==> config.mk <==
export PLATFORM = sky130hd
export DESIGN_NAME = joy_poll_sched_flat
export DESIGN_NICKNAME = d
export VERILOG_FILES = /design/src/rtl/joy_poll_sched_if.sv /design/src/rtl/joy_poll_sched.sv /design/src/flat_wrapper.sv
export SDC_FILE = /design/constraint.sdc
export NUM_CORES = 1
export LEC_CHECK = 0
export ABC_AREA = 0
export BUFFER_PORTS_ARGS = -buffer_cell sky130_fd_sc_hd__buf_2
export CAP_MARGIN = 20
export CORE_MARGIN = 5
export CORE_UTILIZATION = 40
export CTS_BUF_LIST = sky130_fd_sc_hd__clkbuf_4 sky130_fd_sc_hd__clkbuf_8 sky130_fd_sc_hd__clkbuf_16
export DETAILED_ROUTE_END_ITERATION = 12
export PLACE_DENSITY_LB_ADDON = 0.25
export SLEW_MARGIN = 20
export SYNTH_ARGS = -nofsm -noshare
export SYNTH_HDL_FRONTEND = slang
export SYNTH_SLANG_ARGS = --single-unit
==> constraint.sdc <==
create_clock -name clk28 -period 5.76 [get_ports clk28]
set_clock_uncertainty 0.15 [all_clocks]
set_input_delay 0.288 -clock clk28 [delete_from_list [all_inputs] [get_ports clk28]]
set_output_delay 0.288 -clock clk28 [all_outputs]
set_load 0.005 [all_outputs]
==> src/rtl/joy_poll_sched_if.sv <==
// Joystick scheduler bus: shared pad lines and mux/select controls on one side,
// the atomically published pad states on the other.
interface joy_poll_sched_if;
  logic        en;
  logic [5:0]  n_joy;
  logic        joy_port;
  logic [1:0]  joy_sel;
  logic [11:0] pad_a;
  logic [11:0] pad_b;
  logic [1:0]  type_a;
  logic [1:0]  type_b;
  logic        valid;
  logic        overrun;

  modport master (
    input  en, n_joy,
    output joy_port, joy_sel, pad_a, pad_b, type_a, type_b, valid, overrun
  );

  modport slave (
    output en, n_joy,
    input  joy_port, joy_sel, pad_a, pad_b, type_a, type_b, valid, overrun
  );
endinterface

==> src/rtl/joy_poll_sched.sv <==
// Polling scheduler for two DB9 pads sharing six lines through an external 2:1 mux.
// Drives the per-port TH sequence, decodes 2/3/6-button pads and publishes both atomically.
module joy_poll_sched #(
  parameter int unsigned StepCycles   = 126,
  parameter int unsigned SampleOffset = 63,
  parameter int unsigned PollCycles   = 224000
) (
  input  logic             clk28,
  input  logic             rst_n,
  joy_poll_sched_if.master bus
);

  localparam int unsigned StepW = $clog2(StepCycles);
  localparam int unsigned PollW = $clog2(PollCycles);
  localparam logic [StepW-1:0] StepLast = StepW'(StepCycles - 1);
  localparam logic [StepW-1:0] SampleAt = StepW'(SampleOffset);
  localparam logic [PollW-1:0] PollLoad = PollW'(PollCycles - 1);

  typedef enum logic [1:0] {StIdle, StSettle, StSeq, StPublish} state_e;

  state_e            state_q, state_d;
  logic [5:0]        n_joy_meta_q, n_joy_sync_q;
  logic [PollW-1:0]  poll_cnt_q, poll_cnt_d;
  logic [StepW-1:0]  step_cnt_q, step_cnt_d;
  logic [2:0]        k_q, k_d;
  logic              port_q, port_d;
  logic [11:0]       shadow_q [2];
  logic [11:0]       shadow_d;
  logic [1:0]        md_q, md6_q;
  logic              md_d, md6_d;
  logic [11:0]       pad_a_q, pad_b_q;
  logic [1:0]        type_a_q, type_b_q;
  logic              valid_q, overrun_q;
  logic              tick, step_last, sample;

  assign tick       = (poll_cnt_q == '0);
  assign step_last  = (step_cnt_q == StepLast);
  assign sample     = (state_q == StSeq) && (step_cnt_q == SampleAt);
  assign poll_cnt_d = tick ? PollLoad : poll_cnt_q - 1'b1;

  always_comb begin
    step_cnt_d = '0;
    if ((state_q == StSettle || state_q == StSeq) && !step_last) begin
      step_cnt_d = step_cnt_q + 1'b1;
    end
  end

  // FSM: state register
  always_ff @(posedge clk28 or negedge rst_n) begin
    if (!rst_n) begin
      state_q    <= StIdle;
      k_q        <= '0;
      port_q     <= 1'b0;
      step_cnt_q <= '0;
      poll_cnt_q <= PollLoad;
    end else begin
      state_q    <= state_d;
      k_q        <= k_d;
      port_q     <= port_d;
      step_cnt_q <= step_cnt_d;
      poll_cnt_q <= poll_cnt_d;
    end
  end

  // FSM: next state; en only matters when a poll would start
  always_comb begin
    state_d = state_q;
    k_d     = k_q;
    port_d  = port_q;
    unique case (state_q)
      StIdle: begin
        if (tick && bus.en) begin
          state_d = StSettle;
          port_d  = 1'b0;
        end
      end
      StSettle: begin
        if (step_last) begin
          state_d = StSeq;
          k_d     = '0;
        end
      end
      StSeq: begin
        if (step_last) begin
          if (k_q == 3'd7) begin
            if (!port_q) begin
              port_d  = 1'b1;
              state_d = StSettle;
            end else begin
              state_d = StPublish;
            end
          end else begin
            k_d = k_q + 1'b1;
          end
        end
      end
      StPublish: begin
        state_d = StIdle;
        port_d  = 1'b0;
      end
    endcase
  end

  // FSM: outputs; the mux only moves while both TH lines are low
  always_comb begin
    bus.joy_port = 1'b0;
    bus.joy_sel  = 2'b00;
    if (state_q == StSettle || state_q == StSeq) begin
      bus.joy_port = port_q;
    end
    if (state_q == StSeq) begin
      bus.joy_sel[port_q] = k_q[0];
    end
  end

  // Decode of the sampled lines {b2,b1,right,left,down,up} into the current port's shadow
  always_comb begin
    shadow_d = shadow_q[port_q];
    md_d     = md_q[port_q];
    md6_d    = md6_q[port_q];
    unique case (k_q)
      3'd2: begin
        md_d         = ~n_joy_sync_q[2] & ~n_joy_sync_q[3];
        shadow_d[6]  = md_d & ~n_joy_sync_q[4];
        shadow_d[10] = md_d & ~n_joy_sync_q[5];
      end
      3'd3: shadow_d[5:0] = ~n_joy_sync_q;
      3'd4: md6_d = md_q[port_q] & ~n_joy_sync_q[0] & ~n_joy_sync_q[1];
      3'd5: begin
        shadow_d[11] = md6_q[port_q] & ~n_joy_sync_q[3];
        shadow_d[7]  = md6_q[port_q] & ~n_joy_sync_q[2];
        shadow_d[8]  = md6_q[port_q] & ~n_joy_sync_q[1];
        shadow_d[9]  = md6_q[port_q] & ~n_joy_sync_q[0];
      end
      default: ;
    endcase
  end

  always_ff @(posedge clk28 or negedge rst_n) begin
    if (!rst_n) begin
      n_joy_meta_q <= '1;
      n_joy_sync_q <= '1;
      shadow_q     <= '{default: '0};
      md_q         <= '0;
      md6_q        <= '0;
    end else begin
      n_joy_meta_q <= bus.n_joy;
      n_joy_sync_q <= n_joy_meta_q;
      if (sample) begin
        shadow_q[port_q] <= shadow_d;
        md_q[port_q]     <= md_d;
        md6_q[port_q]    <= md6_d;
      end
    end
  end

  always_ff @(posedge clk28 or negedge rst_n) begin
    if (!rst_n) begin
      pad_a_q   <= '0;
      pad_b_q   <= '0;
      type_a_q  <= '0;
      type_b_q  <= '0;
      valid_q   <= 1'b0;
      overrun_q <= 1'b0;
    end else begin
      valid_q   <= (state_q == StPublish);
      overrun_q <= tick && (state_q != StIdle);
      if (state_q == StPublish) begin
        pad_a_q  <= shadow_q[0];
        pad_b_q  <= shadow_q[1];
        type_a_q <= md6_q[0] ? 2'd2 : {1'b0, md_q[0]};
        type_b_q <= md6_q[1] ? 2'd2 : {1'b0, md_q[1]};
      end
    end
  end

  assign bus.pad_a   = pad_a_q;
  assign bus.pad_b   = pad_b_q;
  assign bus.type_a  = type_a_q;
  assign bus.type_b  = type_b_q;
  assign bus.valid   = valid_q;
  assign bus.overrun = overrun_q;

endmodule

==> src/flat_wrapper.sv <==
// flat-port wrapper written by rule: the top's interface ports become plain ports
module joy_poll_sched_flat 
#(
  parameter int unsigned StepCycles   = 126,
  parameter int unsigned SampleOffset = 63,
  parameter int unsigned PollCycles   = 224000
)
  (clk28, rst_n, bus_en, bus_n_joy, bus_joy_port, bus_joy_sel, bus_pad_a, bus_pad_b, bus_type_a, bus_type_b, bus_valid, bus_overrun);
  joy_poll_sched_if bus_i ();
  input  logic clk28;
  input  logic rst_n;
  input wire logic [$bits(bus_i.en)-1:0] bus_en;
  input wire logic [$bits(bus_i.n_joy)-1:0] bus_n_joy;
  output wire logic [$bits(bus_i.joy_port)-1:0] bus_joy_port;
  output wire logic [$bits(bus_i.joy_sel)-1:0] bus_joy_sel;
  output wire logic [$bits(bus_i.pad_a)-1:0] bus_pad_a;
  output wire logic [$bits(bus_i.pad_b)-1:0] bus_pad_b;
  output wire logic [$bits(bus_i.type_a)-1:0] bus_type_a;
  output wire logic [$bits(bus_i.type_b)-1:0] bus_type_b;
  output wire logic [$bits(bus_i.valid)-1:0] bus_valid;
  output wire logic [$bits(bus_i.overrun)-1:0] bus_overrun;
  assign bus_i.en = bus_en;
  assign bus_i.n_joy = bus_n_joy;
  assign bus_joy_port = bus_i.joy_port;
  assign bus_joy_sel = bus_i.joy_sel;
  assign bus_pad_a = bus_i.pad_a;
  assign bus_pad_b = bus_i.pad_b;
  assign bus_type_a = bus_i.type_a;
  assign bus_type_b = bus_i.type_b;
  assign bus_valid = bus_i.valid;
  assign bus_overrun = bus_i.overrun;
  joy_poll_sched #(.StepCycles(StepCycles), .SampleOffset(SampleOffset), .PollCycles(PollCycles)) u_core (.clk28(clk28), .rst_n(rst_n), .bus(bus_i));
endmodule
==> impl_metrics.toml, run 1 <==
[run_status]
outcome = "complete, no violations"

[logic_synthesis]
netlist_area_sq_mm = 0.004413
synthCells = 346
synth_edf_count = 0
async_flop_share = 1.000
synth_fa_ha_area_frac = 0.03686
synth_simple_gate_area_frac = 0.1072
ys_seq_elements = 101
synth.yosys.seq_area_share = 0.5801
synth.avg_cell_area_sq_um = 12.75
ys.flop_type = "dfrtp_1"
synth-compound-area-share = 0.07088
yosys-mux-area-fraction = 0.1497
synth_xor_area_frac = 0.02580
synth_cell_type_count = 52
synth_top_family_by_area = "multiplexers"
ys_warn_count = 0
syn_nets = 368

[hold_path]
holdCritPathClass = "input pin to flip-flop"
min_to = "u_core.port_q$_DFFE_PN0P_"
hp-start = "bus_en"
whs_path_depth = 2

[die]
coreArea_sq_mm = 0.01084
die-height_microns = 115.0
die_area_sq_mm = 0.01323
placementRows = 38
io_pins = 42
die_w_microns = 115.0
start_util = 0.4071

[clock_network]
clkSlewWorstSetupHoldPaths_ps = 100
root_buffer = "clkbuf_8"
ctsHtreeMaxLevel = 3
cts_buffer_depth = 2
cts_made_buffers = 9
insertion_delay_ps = 360
cts_tree = "done"
cts.sinks = 101
ctsResizeCount = 0

[setup_path]
r2r_cells = 6
worstPathArrival_ps = 2630
critPathKind = "flip-flop to flip-flop"
crit_slowest_cell = "nor4_4"
r2r_end = "u_core.shadow_q[0]$_DFFE_PN0P_"
crit_chain = "inv_1 -> ha_1 -> nand2_1 -> nor4_4 -> nand2_1 -> mux2i_1"
required_ps = 5900
r2r_start = "u_core.state_q[0]$_DFFE_PN0P_"
r2r_setup_slack_ps = 3270
crit_top_cell = "nand2_1"
crit_path_max_incr_delay_ps = 580
startpoint_type = "flip-flop"
cp-end-kind = "flip-flop"
worst-path-max-fanout = 10

[cells_and_area]
layout_common_cells = "dfrtp_1, mux2_2, buf_2, dfstp_2, inv_1"
syn2layout_area_growth_pct = 14.37
layout_commonest_cell = "dfrtp_1"
final_cell_area_sq_mm = 0.005047
fillers = 1034
fin_nets = 422
diodes = 0
drive_gt1_frac = 0.3407

[power_and_ir_drop]
p_per_area_mw_per_mm2 = 237.7
ir_worst_vdd_mv = 0.1154
p_leak_nw = 2.396

[drt]
drt-total-wl_microns = 8273
first_iter_violations = 138
wire_per_inst_microns = 15.18
highest-signal-layer = "met4"
drtPass1Iterations = 4
via_per_inst = 5.077
met1Wirelength_microns = 3923
vias = 2767
ant_nets = 0
drc = 0
wl_met3_microns = 260
wl_met2_microns = 3961

[sta]
layout_setup_ws_ps = 3272
period_minus_slack_ps = 2488
slew_violations = 0
setup_viol = 0
setup-tns-final_ps = 0
fmaxAchievable_mhz = 402.0
maxSlewHeadroom = 0.4696
worstMarginPinSlew_ps = 795.7
hold_violations = 0
finalCritPeriodShare = 0.4319
rsz0062_at_grt = "no"

[place]
portBuffers = 41
hpwl_microns = 5622
post-place-ws_ps = 3292
dpl_cell_area_sq_mm = 0.004775
gp_congestion = 0.7568

[grt]
grt_start_max_net_pins = 67
overflow = 0
grt_antenna_before_repair = 0
grt_usage = 0.1345
first_global_vias = 2821
grt_pass1_wl_microns = 13990

[run]
drv_cap = 0
[cell families (layout without fill, tap and decap cells)]
family,after synthesis,after routing
AO/OA/AOI/OAI,47,47
multiplexers,61,61
adder cells (fa/ha/maj),13,13
XOR/XNOR,13,13
AND/OR/NAND/NOR,79,79
buffers and inverters,32,91
flip-flops,101,101
[routing by layer]
metal / vias up / track usage
li1: 1326 / -
met1: 1389 / 0.1839
met2: 42 / 0.2103
met3: 10 / 0.02632
met4: 0 / 0.05556
met5: - / 0
[Yosys cell counts (3+ instances only)]
cell type | instances | area, sq um
xnor2_1 | 5 | 43.79
clkbuf_1 | 5 | 18.77
nor2_1 | 21 | 78.83
dfstp_2 | 26 | 683.2
xor2_1 | 8 | 70.07
and2_1 | 3 | 18.77
dfrtp_1 | 75 | 1877
o2bb2ai_1 | 4 | 35.03
nand3_1 | 7 | 35.03
o21ai_0 | 13 | 65.06
nand2_1 | 15 | 56.30
nor3_1 | 5 | 25.02
ha_1 | 13 | 162.7
inv_1 | 25 | 93.84
a21oi_1 | 7 | 35.03
mux2_2 | 40 | 450.4
o22ai_1 | 7 | 43.79
mux2i_1 | 21 | 210.2
nor4_1 | 3 | 18.77
[how the worst max path moves through the flow]
stage                                endpoint  slack [ps]  cells past startpoint                          start
2_1_floorplan   u_core.state_q[1]$_DFFE_PN0P_        3610                      6      u_core.k_q[1]$_DFFE_PN0P_
3_3_place_gp   u_core.shadow_q[5]$_DFFE_PN0P_        3370                      6  u_core.state_q[0]$_DFFE_PN0P_
3_5_place_dp   u_core.shadow_q[5]$_DFFE_PN0P_        3290                      6  u_core.state_q[0]$_DFFE_PN0P_
4_1_cts        u_core.shadow_q[0]$_DFFE_PN0P_        3260                      6  u_core.state_q[0]$_DFFE_PN0P_
5_1_grt        u_core.shadow_q[3]$_DFFE_PN0P_        3050                      6  u_core.state_q[0]$_DFFE_PN0P_
6_report       u_core.shadow_q[0]$_DFFE_PN0P_        3270                      6  u_core.state_q[0]$_DFFE_PN0P_
[critical path, delay by kind of cell (launching register included)]
family                     cells  cell delay (ps)
and+or+nand+nor                3             1120
DFF                            1              430
adders and majority gates      1              350
muxes                          1              250
buffers and inverters          1              120
[area by class of cell]
type                            instances  area [sq um]  area share
Multi-Input combinational cell        213          1723      0.3413
Clock buffer                           10         131.4     0.02603
Timing Repair Buffer                   50         292.8     0.05801
Tap cell                              140         175.2     0.03471
Sequential cell                       101          2560      0.5072
Inverter                               25         93.84     0.01859
Clock inverter                          6         71.32     0.01413
[registers in the layout, summed over array words and instances (netlist names), 3 cells and up]
name                 count
u_core.poll_cnt_q       18
u_core.k_q               3
u_core.bus.pad_a        12
u_core.bus.pad_b        12
u_core.shadow_q         24
u_core.n_joy_sync_q      6
u_core.n_joy_meta_q      6
u_core.step_cnt_q        7
[power by group]
group / switching, W / total [W] / internal (W)
combinational: 0.0000150 / 0.0000211 / 0.00000616
clock: 0.000247 / 0.000458 / 0.000210
sequential: 0.00000408 / 0.000721 / 0.000717
total: 0.000266 / 0.00120 / 0.000934
[stage by stage]
| stage | instances | total power, W | utilization | hold WS, ps |
|---|---|---|---|---|
| floorplan | 346 | 0.0007328 | - | -157.6 |
| global route | 545 | 0.001256 | 0.4656 | 79.73 |
| detailed placement | 522 | 0.0007533 | 0.4404 | 133.8 |
| finish | 545 | 0.001200 | 0.4656 | 77.61 |
| global placement | 522 | 0.0007526 | 0.4404 | 125.9 |
| CTS | 545 | 0.001221 | 0.4656 | 59.88 |
[what timing repair did]
item / in CTS / in global routing
endpoints found under the hold margin: 27 / 0
buffers inserted: 0 / 0
hold buffers: 7 / 0
No activity file was read; power rests on OpenSTA's default activity.
==> inputs of run 2 (changes only) <==
--- a/config.mk
+++ b/config.mk
@@ -5,7 +5,7 @@
 export SDC_FILE = /design/constraint.sdc
 export NUM_CORES = 1
 export LEC_CHECK = 0
-export ABC_AREA = 0
+export ABC_AREA = 1
 export BUFFER_PORTS_ARGS = -buffer_cell sky130_fd_sc_hd__buf_2
 export CAP_MARGIN = 20
 export CORE_MARGIN = 5
==> constraint.sdc (replaced) <==
create_clock -name clk28 -period 2.4 [get_ports clk28]
set_clock_uncertainty 0.15 [all_clocks]
set_input_delay 0.12 -clock clk28 [delete_from_list [all_inputs] [get_ports clk28]]
set_output_delay 0.12 -clock clk28 [all_outputs]
set_load 0.005 [all_outputs]
==> run 2 against run 1 <==
Net effect: non-clock buffer count up 1; worst hold slack better by 17 ps; clock power rose to 3.2 times the previous value; cell area up 4.4%; via count up 19%; core utilization up 0.17 points; first-iteration DRC count up 51%; synthesized area up 3.3%; clock-buffer cell count unchanged; total power rose to 3.3 times the previous value; combinational power rose to 27 times the previous value; largest cell class unchanged; highest routed layer unchanged.
==> impl_metrics.toml, run 2 <==
[drt]
vias = 3302
drt-total-wl_microns = 9137
via_per_inst = 4.806
first_iter_violations = 209
ant_nets = 0
met1Wirelength_microns = 4276
highest-signal-layer = "met4"
wl_met2_microns = 4333
wl_met3_microns = 347
wire_per_inst_microns = 13.30
drtPass1Iterations = 4
drc = 0

[place]
portBuffers = 41
hpwl_microns = 6421
gp_congestion = 0.8580
dpl_cell_area_sq_mm = 0.004896

[logic_synthesis]
synthCells = 490
ys_seq_elements = 101
netlist_area_sq_mm = 0.004557
post-synth-top-area-cell = "dfrtp_1"
synth.most_common_cell = "nand2_1"
synth.yosys.seq_area_share = 0.5618
synth_edf_count = 0
synth_top_area_frac = 0.4119
ys_warn_count = 0
synth.avg_cell_area_sq_um = 9.300
async_flop_share = 1.000
synth_common_cells = "nand2_1, dfrtp_1, inv_1"
synthTopCellsByArea = "dfrtp_1, dfstp_2, nand2_1"
ys.flop_type = "dfrtp_1"
syn_nets = 512
synth_cell_type_count = 37

[cells_and_area]
fin_nets = 561
layout_commonest_cell = "nand2_1"
reg_top3 = "u_core.shadow_q (24), u_core.poll_cnt_q (18)"
fillers = 1091
drive_gt1_frac = 0.2004
layout_common_cells = "nand2_1, dfrtp_1, inv_1, nor2_1, o21ai_0"
multiInputGateArea_sq_mm = 0.001665
regMostFlops = "u_core.shadow_q"
seq_area_sq_mm = 0.002560
syn2layout_area_growth_pct = 15.60
largest_reg_flops = 24
diodes = 0
final_cell_area_sq_mm = 0.005268
fin_util = 0.4673

[clock_network]
cts_tree = "done"
root_buffer = "clkbuf_16"
insertion_delay_ps = 350
cts_made_buffers = 9
clkSlewWorstSetupHoldPaths_ps = 70
cts.sinks = 101
ctsHtreeMaxLevel = 3
cts_buffer_depth = 2
ctsResizeCount = 0

[hold_path]
holdCritPathClass = "input pin to flip-flop"
min_to = "u_core.state_q[1]$_DFFE_PN0P_"
hp-start = "bus_en"
whs_path_depth = 5

[sta]
hold_violations = 0
worstMarginPinSlew_ps = 527.5
setup_viol = 0
period_minus_slack_ps = 1969
rsz0062_at_grt = "no"
finalCritPeriodShare = 0.8203
fmaxAchievable_mhz = 508.0
setup-tns-final_ps = 0
maxSlewHeadroom = 0.6483
slew_violations = 0

[grt]
grt_usage = 0.1485
grt_pass1_wl_microns = 15800
grt_start_max_net_pins = 102
first_global_vias = 3299
overflow = 0
grt_antenna_before_repair = 0

[run]
drv_cap = 0

[setup_path]
r2r_end = "u_core.shadow_q[7]$_DFFE_PN0P_"
crit_slowest_cell = "dfrtp_1"
r2r_cells = 6
crit_chain = "inv_1 -> ha_1 -> nand2_1 -> nor2_1 -> buf_2"
startpoint_type = "flip-flop"
required_ps = 2130
critPathKind = "flip-flop to output pin"
cp-end-kind = "output pin"
worst-path-max-fanout = 5
r2r_start = "u_core.state_q[0]$_DFFE_PN0P_"
crit_path_max_incr_delay_ps = 430
worstPathArrival_ps = 1700
r2r_setup_slack_ps = 500

[die]
die_area_sq_mm = 0.01363
die_w_microns = 116.7
coreArea_sq_mm = 0.01127
io_pins = 42
start_util = 0.4043
die-height_microns = 116.7
placementRows = 39

[power_and_ir_drop]
combPwrFrac = 0.147
clkPwrFrac = 0.377
p_seq_frac = 0.475
p_per_area_mw_per_mm2 = 742.0
switching_power_w = 0.001103
ir_worst_vdd_mv = 0.6181
switching_share = 0.2822
p_leak_nw = 2.606
p_int_w = 0.002806

[run_status]
outcome = "complete, no violations"
## run 2: cell types whose count changed after synthesis, sizes merged, moves of 23 or more
cell   delta
inv      +37
nand2    +86
nor2     +36
mux2     -40
a21oi    +23
o21ai    +43
## run 2: metal layers
layer | up-vias | track usage
li1 | 1671 | -
met1 | 1562 | 0.2003
met2 | 54 | 0.2302
met3 | 15 | 0.03990
met4 | 0 | 0.05505
met5 | - | 0
## run 2: worst max-delay path by stage
stage / slack [ps] / from / endpoint / depth (start not counted)
2_1_floorplan: 740 / u_core.poll_cnt_q[0]$_DFF_PN1_ / u_core.state_q[0]$_DFFE_PN0P_ / 9
3_3_place_gp: 520 / u_core.state_q[0]$_DFFE_PN0P_ / u_core.shadow_q[7]$_DFFE_PN0P_ / 5
3_5_place_dp: 490 / u_core.state_q[0]$_DFFE_PN0P_ / u_core.shadow_q[1]$_DFFE_PN0P_ / 5
4_1_cts: 410 / u_core.state_q[0]$_DFFE_PN0P_ / bus_joy_sel[1] / 5
5_1_grt: 270 / u_core.state_q[0]$_DFFE_PN0P_ / u_core.shadow_q[1]$_DFFE_PN0P_ / 6
6_report: 430 / u_core.state_q[0]$_DFFE_PN0P_ / bus_joy_sel[1] / 5
## run 2: layout make-up
type,count,share of cell area
clock buffers,10,0.04418
flip-flops and latches,101,0.4860
clock inverters,6,0.01306
multi-input cells,313,0.3162
repair buffers,51,0.06176
inverters,63,0.04489
well taps,143,0.03397
## run 2: worst max-delay path: cells and delay by family (launching register included)
| family | cells | cell delay (ps) |
|---|---|---|
| adders and majority gates | 1 | 280 |
| buffers and inverters | 2 | 240 |
| DFF | 1 | 430 |
| and+or+nand+nor | 2 | 400 |
## run 2: cell families (layout without fill, tap and decap cells)
group | count (synthesis) | in the layout | share of synthesized area
compound gates | 99 | 99 | 0.1238
xor+xnor | 12 | 12 | 0.02306
fa+ha+maj | 13 | 13 | 0.03570
buf+inv | 76 | 130 | 0.07276
flops | 101 | 101 | 0.5618
simple gates | 189 | 189 | 0.1829
## run 2: power by group through the flow
stage | clock, W | sequential, W | combinational, W
2_1_floorplan | 0 | 0.00186 | 0.000401
3_3_place_gp | 0 | 0.00189 | 0.000566
3_5_place_dp | 0 | 0.00189 | 0.000579
4_1_cts | 0.00153 | 0.00186 | 0.000593
5_1_grt | 0.00159 | 0.00187 | 0.000672
6_report | 0.00148 | 0.00186 | 0.000576
## run 2: repair_timing
| item | 4_1_cts | 5_1_grt |
|---|---|---|
| hold buffers | 7 | 0 |
| endpoints found under the hold margin | 81 | 0 |
| endpoints found under the setup margin | 0 | 0 |
| setup buffers | 0 | 0 |
## run 2: per-stage QoR
stage	worst slack [ps]	power, W	std cells	hold slack, ps
floorplan	739.2	0.002261	490	-325.6
detailed placement	492.0	0.002471	664	74.89
global route	270.4	0.004131	687	127.3
global placement	520.7	0.002454	664	70.20
CTS	410.0	0.003978	687	83.62
finish	431.4	0.003909	687	94.96
